File: src/rtl/multi_port_ram_write_buffer_pkg.sv
// rtl/multi_port_ram_write_buffer_pkg.sv - shared types and sizing for the RAM write buffer
package multi_port_ram_write_buffer_pkg;

  localparam int ENTRY_NUM      = 4;
  localparam int INDEX_BIT_SIZE = $clog2(ENTRY_NUM);
  localparam int ENTRY_BIT_SIZE = 4;
  localparam int IN_NUM         = 2;
  localparam int WRITE_NUM      = 2;
  localparam int READ_NUM       = 2;
  localparam int DEPTH          = 8;
  localparam int PTR_BIT_SIZE   = $clog2(DEPTH);
  localparam int COUNT_BIT_SIZE = $clog2(DEPTH + 1);

  typedef logic [INDEX_BIT_SIZE-1:0] RamIndexPath;
  typedef logic [ENTRY_BIT_SIZE-1:0] RamDataPath;
  typedef logic [PTR_BIT_SIZE-1:0]   WriteBufferPtrPath;
  typedef logic [COUNT_BIT_SIZE-1:0] WriteBufferCountPath;

  typedef struct packed {
    RamIndexPath addr;
    RamDataPath  data;
  } WriteBufferEntry;

  // DEPTH is a power of two, so truncating to the pointer width is the wrap.
  function automatic WriteBufferPtrPath wrap_ptr(WriteBufferPtrPath base, int offset);
    return base + WriteBufferPtrPath'(offset);
  endfunction

endpackage

File: src/rtl/multi_port_ram_write_buffer_if.sv
// rtl/multi_port_ram_write_buffer_if.sv - request, RAM write and pending-read signals of the write buffer
interface multi_port_ram_write_buffer_if;
  import multi_port_ram_write_buffer_pkg::*;

  logic        [IN_NUM-1:0]    inValid;
  RamIndexPath [IN_NUM-1:0]    inAddr;
  RamDataPath  [IN_NUM-1:0]    inData;
  logic                        inReady;
  logic        [WRITE_NUM-1:0] we;
  RamIndexPath [WRITE_NUM-1:0] wa;
  RamDataPath  [WRITE_NUM-1:0] wv;
  RamIndexPath [READ_NUM-1:0]  ra;
  logic        [READ_NUM-1:0]  pendingHit;

  modport master (
    output inValid, inAddr, inData, ra,
    input  inReady, we, wa, wv, pendingHit
  );

  modport slave (
    input  inValid, inAddr, inData, ra,
    output inReady, we, wa, wv, pendingHit
  );

endinterface

File: src/rtl/multi_port_ram_write_drain_select.sv
// rtl/multi_port_ram_write_drain_select.sv - picks the in-order conflict-free drain group at the buffer head
module multi_port_ram_write_drain_select
  import multi_port_ram_write_buffer_pkg::*;
(
  input  WriteBufferEntry     [WRITE_NUM-1:0] head_entry,
  input  WriteBufferCountPath                 count,
  output logic                [WRITE_NUM-1:0] sel
);

  // Grow the group from the head; stop at the first empty slot or repeated address.
  always_comb begin
    logic keep;
    sel  = '0;
    keep = 1'b1;
    for (int k = 0; k < WRITE_NUM; k++) begin
      if (WriteBufferCountPath'(k) >= count) keep = 1'b0;
      for (int j = 0; j < k; j++) begin
        if (head_entry[j].addr == head_entry[k].addr) keep = 1'b0;
      end
      sel[k] = keep;
    end
  end

endmodule

File: src/rtl/multi_port_ram_write_buffer.sv
// rtl/multi_port_ram_write_buffer.sv - in-order circular write buffer feeding a multi-port RAM
module multi_port_ram_write_buffer
  import multi_port_ram_write_buffer_pkg::*;
(
  input  logic                           clk,
  input  logic                           rst,
  multi_port_ram_write_buffer_if.slave   bus,
  output WriteBufferCountPath            count,
  output logic                           empty,
  output logic                           full
);

  WriteBufferEntry     slot_q [DEPTH];
  WriteBufferPtrPath   head_q;
  WriteBufferPtrPath   tail_q;
  WriteBufferCountPath count_q;

  WriteBufferEntry   [WRITE_NUM-1:0] head_entry;
  logic              [WRITE_NUM-1:0] drain_sel;
  WriteBufferCountPath               pop_num;
  WriteBufferCountPath               push_num;
  logic                              space_ok;
  logic                              enq_en;
  logic              [IN_NUM-1:0]    lane_wr;
  WriteBufferPtrPath [IN_NUM-1:0]    lane_slot;

  // Room is judged on the registered count only; same-cycle pops do not help.
  assign space_ok    = count_q <= WriteBufferCountPath'(DEPTH - IN_NUM);
  assign enq_en      = space_ok && !rst;
  assign bus.inReady = space_ok || rst;

  assign count = count_q;
  assign empty = (count_q == '0);
  assign full  = (count_q == WriteBufferCountPath'(DEPTH));

  // Gather the oldest WRITE_NUM entries as drain candidates.
  always_comb begin
    head_entry = '0;
    for (int k = 0; k < WRITE_NUM; k++) begin
      head_entry[k] = slot_q[wrap_ptr(head_q, k)];
    end
  end

  multi_port_ram_write_drain_select u_drain_select (
    .head_entry (head_entry),
    .count      (count_q),
    .sel        (drain_sel)
  );

  // Drive the RAM write ports; unused ports carry zeros and nothing is written during reset.
  always_comb begin
    bus.we  = '0;
    bus.wa  = '0;
    bus.wv  = '0;
    pop_num = '0;
    for (int k = 0; k < WRITE_NUM; k++) begin
      if (drain_sel[k] && !rst) begin
        bus.we[k] = 1'b1;
        bus.wa[k] = head_entry[k].addr;
        bus.wv[k] = head_entry[k].data;
        pop_num   = pop_num + WriteBufferCountPath'(1);
      end
    end
  end

  // Compact valid lanes in lane order onto consecutive slots from the tail.
  always_comb begin
    push_num  = '0;
    lane_wr   = '0;
    lane_slot = '0;
    for (int i = 0; i < IN_NUM; i++) begin
      if (enq_en && bus.inValid[i]) begin
        lane_wr[i]   = 1'b1;
        lane_slot[i] = wrap_ptr(tail_q, int'(push_num));
        push_num     = push_num + WriteBufferCountPath'(1);
      end
    end
  end

  // Flag read addresses that still have a buffered update, including entries popping now.
  always_comb begin
    WriteBufferPtrPath offset;
    bus.pendingHit = '0;
    offset         = '0;
    for (int r = 0; r < READ_NUM; r++) begin
      for (int d = 0; d < DEPTH; d++) begin
        offset = WriteBufferPtrPath'(d) - head_q;
        if (!rst && (WriteBufferCountPath'(offset) < count_q) && (slot_q[d].addr == bus.ra[r])) begin
          bus.pendingHit[r] = 1'b1;
        end
      end
    end
  end

  // Pointer and occupancy bookkeeping; reset drops everything buffered.
  always_ff @(posedge clk) begin
    if (rst) begin
      head_q  <= '0;
      tail_q  <= '0;
      count_q <= '0;
    end else begin
      head_q  <= head_q + WriteBufferPtrPath'(pop_num);
      tail_q  <= tail_q + WriteBufferPtrPath'(push_num);
      count_q <= count_q + push_num - pop_num;
    end
  end

  // Entry storage; only accepted lanes are written, so no reset is needed.
  always_ff @(posedge clk) begin
    for (int i = 0; i < IN_NUM; i++) begin
      if (lane_wr[i]) slot_q[lane_slot[i]] <= '{addr: bus.inAddr[i], data: bus.inData[i]};
    end
  end

endmodule

File: src/flat_wrapper.sv
// flat-port wrapper written by rule: the top's interface ports become plain ports
module multi_port_ram_write_buffer_flat import multi_port_ram_write_buffer_pkg::*;
  (clk, rst, count, empty, full, bus_inValid, bus_inAddr, bus_inData, bus_ra, bus_inReady, bus_we, bus_wa, bus_wv, bus_pendingHit);
  multi_port_ram_write_buffer_if bus_i ();
  input  logic clk;
  input  logic rst;
  output WriteBufferCountPath count;
  output logic empty;
  output logic full;
  input wire logic [$bits(bus_i.inValid)-1:0] bus_inValid;
  input wire logic [$bits(bus_i.inAddr)-1:0] bus_inAddr;
  input wire logic [$bits(bus_i.inData)-1:0] bus_inData;
  input wire logic [$bits(bus_i.ra)-1:0] bus_ra;
  output wire logic [$bits(bus_i.inReady)-1:0] bus_inReady;
  output wire logic [$bits(bus_i.we)-1:0] bus_we;
  output wire logic [$bits(bus_i.wa)-1:0] bus_wa;
  output wire logic [$bits(bus_i.wv)-1:0] bus_wv;
  output wire logic [$bits(bus_i.pendingHit)-1:0] bus_pendingHit;
  assign bus_i.inValid = bus_inValid;
  assign bus_i.inAddr = bus_inAddr;
  assign bus_i.inData = bus_inData;
  assign bus_i.ra = bus_ra;
  assign bus_inReady = bus_i.inReady;
  assign bus_we = bus_i.we;
  assign bus_wa = bus_i.wa;
  assign bus_wv = bus_i.wv;
  assign bus_pendingHit = bus_i.pendingHit;
  multi_port_ram_write_buffer u_core (.clk(clk), .rst(rst), .bus(bus_i), .count(count), .empty(empty), .full(full));
endmodule
File: config.mk
export PLATFORM = sky130hd
export DESIGN_NAME = multi_port_ram_write_buffer_flat
export DESIGN_NICKNAME = d
export VERILOG_FILES = /design/src/rtl/multi_port_ram_write_buffer_pkg.sv /design/src/rtl/multi_port_ram_write_buffer_if.sv /design/src/rtl/multi_port_ram_write_drain_select.sv /design/src/rtl/multi_port_ram_write_buffer.sv /design/src/flat_wrapper.sv
export SDC_FILE = /design/constraint.sdc
export NUM_CORES = 1
export LEC_CHECK = 0
export CAP_MARGIN = 20
export CELL_PAD_IN_SITES_DETAIL_PLACEMENT = 0
export CELL_PAD_IN_SITES_GLOBAL_PLACEMENT = 2
export CORE_ASPECT_RATIO = 2
export CORE_UTILIZATION = 40
export DETAILED_ROUTE_END_ITERATION = 12
export PLACE_DENSITY_LB_ADDON = 0.25
export SLEW_MARGIN = 40
export SYNTH_ARGS = -nofsm -noshare
export SYNTH_HDL_FRONTEND = slang
export SYNTH_HIERARCHICAL = 1
export SYNTH_SLANG_ARGS = --single-unit
File: constraint.sdc
create_clock -name clk -period 6.3 [get_ports clk]
set_clock_uncertainty 0.1 [all_clocks]
set_input_delay 1.575 -clock clk [delete_from_list [all_inputs] [get_ports clk]]
set_output_delay 1.575 -clock clk [all_outputs]
set_load 0.02 [all_outputs]
==> results of run 1 <==
-- state kept, by name (all words and copies together), names as in the netlist --
register,count
u_core/count,4
u_core/head_q,3
u_core/slot_q,48
u_core/tail_q,3
-- layer usage --
layer  vias to the layer above  GRT usage [%]  part of all wire (%)
li1                       1519              -                     -
met1                      1599          21.63                    34
met2                        89          42.82                    58
met3                        32          3.284                   3.1
met4                         0          12.40                   4.4
met5                         -              0                     0
-- metrics by stage --
stage	power [W]	worst slack, ns	cells
after floorplan	0.001391	1.493	390
after global placement	0.001789	0.7616	566
after detailed placement	0.001811	0.7675	566
after CTS	0.002331	0.7566	582
after global routing	0.002469	0.5252	582
final	0.002307	0.7687	582
-- power by group --
group	total, W	leakage (nW)	internal (W)	switching (W)
combinational	0.00129	1.34	0.000603	0.000684
sequential	0.000510	0.517	0.000464	0.0000465
clock	0.000510	0.153	0.000345	0.000165
total	0.00231	2.01	0.00141	0.000895
-- worst paths after layout --
kind                                  startpoint                 to  slack (ns)  cells past startpoint
worst max-delay path                   bus_ra[3]  bus_pendingHit[1]        0.77                      6
worst min-delay path            u_core/tail_q[0]   u_core/tail_q[0]        0.52                      2
worst max register to register  u_core/head_q[0]    u_core/count[3]        1.88                     17
worst min register to register  u_core/tail_q[0]   u_core/tail_q[0]        0.52                      2
-- area by class of cell --
type                            count  area (µm²)  area share [%]
Clock buffer                       11       232.7           4.246
Clock inverter                      5       78.83           1.438
Inverter                           23       86.33           1.575
Multi-Input combinational cell    291        2756           50.29
Sequential cell                    58        1642           29.95
Tap cell                          140       175.2           3.196
Timing Repair Buffer               54       510.5           9.313
-- worst register-to-register path: cells and delay by family (launching register included) --
kind | cells | cell delay (ns)
muxes | 1 | 0.40
AOI/OAI and AO/OA | 3 | 0.44
xor gates and xnor gates | 3 | 0.70
adders and majority gates | 4 | 1.36
and+or+nand+nor | 2 | 0.12
buffers and inverters | 4 | 0.87
DFF | 1 | 0.32
==> results.tsv, run 1 <==
stage	metric	value	unit
run_status	outcome	finished, final reports clean	
setup_path	cp_cell_sequence	clkdlybuf4s50_1, xor2_1, a2111oi_0, nor3_1, a41oi_1, clkdlybuf4s50_1	
clocking	clkSlewWorstSetupHoldPaths	0.05	ns
sta	finalCritPeriodShare	87.80	%
final_layout	finish.utilization	49.77	%
sta	maxSlewViolCount	0	
final_layout	nets	488	
placed_design	port_buffers	42	
setup_path	cpMostUsedCell	clkdlybuf4s50_1	
synthesis	ys_warn_count	6	
die	dieArea	11870	µm²
grt	track_usage	22.17	%
detailed_routing	ant_nets	0	
placed_design	place_hpwl	9510	µm
final_layout	area_growth_syn_to_layout	20.13	%
die	ioPinCount	43	
detailed_routing	drcViolationCount	0	
die	die_y	153.1	µm
sta	finalHoldViolCount	0	
final_layout	antenna_cells_inserted	0	
clocking	root_buffer	clkbuf_16	
clocking	postCtsHoldBufs	0	
sta	fmaxAchievable	180.8	MHz
setup_path	worst_setup_path_end_kind	primary output	
grt	grt_max_degree	29	
grt	grt_pass1_wl	19180	µm
detailed_routing	wl	12280	µm
clocking	clockBufferDepth	2	
setup_path	slowest_stage	clkdlybuf4s50_1	
detailed_routing	num_vias	3239	
clocking	clkLatencyLatePin	0.32	ns
setup_path	crit_type	in -> out	
die	rows	54	
pwr	p_leak	2.006	nW
grt	grt_pass1_vias	3489	
pwr	irDropWorstVdd	0.0002244	V
die	start_util	41.43	%
sta	relSlewSlack	43.89	%
setup_path	cp-start-kind	primary input	
synthesis	synth_area	4563	µm²
sta	final-setup-viol-count	0	
clocking	cts_resized	0	
detailed_routing	avgViaCountPerCell	5.565	
detailed_routing	wire_per_inst	21.10	µm
final_layout	fillers	1017	
setup_path	critPathRequiredTime	4.62	ns
detailed_routing	drtIter0Drc	123	
detailed_routing	dr.pass1.iters	4	
final_layout	final_area	5482	µm²
clocking	cts_made_buffers	9	
hold_path	worst_hold_path_type	reg -> reg	
job	maxCapViolations	0	
setup_path	critical_path_buf_inv_count	2	
die	core	11010	µm²
clocking	cts_tree	built	
sta	fin_setup_tns	0	ns
clocking	clkSinkCount	58	
die	fp.dieW	77.53	µm
final_layout	drive_gt1_share	26.92	%
setup_path	crit_arrival	3.86	ns
final_layout	layout_common_cells	mux2_2, edfxtp_1, clkdlybuf4s50_1, nand2_1, ha_1	
clocking	htreeDepth	3	
synthesis	synth_nets	441	
setup_path	slowest_delay	0.64	ns
final_layout	layout_commonest_cell	mux2_2	
setup_path	crit_family	buffers and inverters	
grt	antenna_found_initial	0	
clocking	postCtsSetupBuffers	0	
synthesis	avgSynthCellArea	11.70	µm²
sta	period_needed	5.531	ns
grt	grt_overflow_total	0	
sta	rsz0062_at_grt	no	
placed_design	gp_congestion	0.8243	
setup_path	cp_max_fo	8	
placed_design	place_area	5166	µm²
pwr	p_per_area	420.9	nW/µm²
sta	holdWs	0.5177	ns
sta	tightest_slew	0.8399	ns
synthesis	syn_inst	390	
(Power assumes the default switching activity.)
==> run 2, diff against run 1 <==
--- a/config.mk
+++ b/config.mk
@@ -10,6 +10,7 @@
 export CELL_PAD_IN_SITES_GLOBAL_PLACEMENT = 2
 export CORE_ASPECT_RATIO = 2
 export CORE_UTILIZATION = 40
+export CTS_CLUSTER_SIZE = 16
 export DETAILED_ROUTE_END_ITERATION = 12
 export PLACE_DENSITY_LB_ADDON = 0.25
 export SLEW_MARGIN = 40
==> results of run 2 <==
The final DEF is identical to that of run 1; final timing and power are the same.
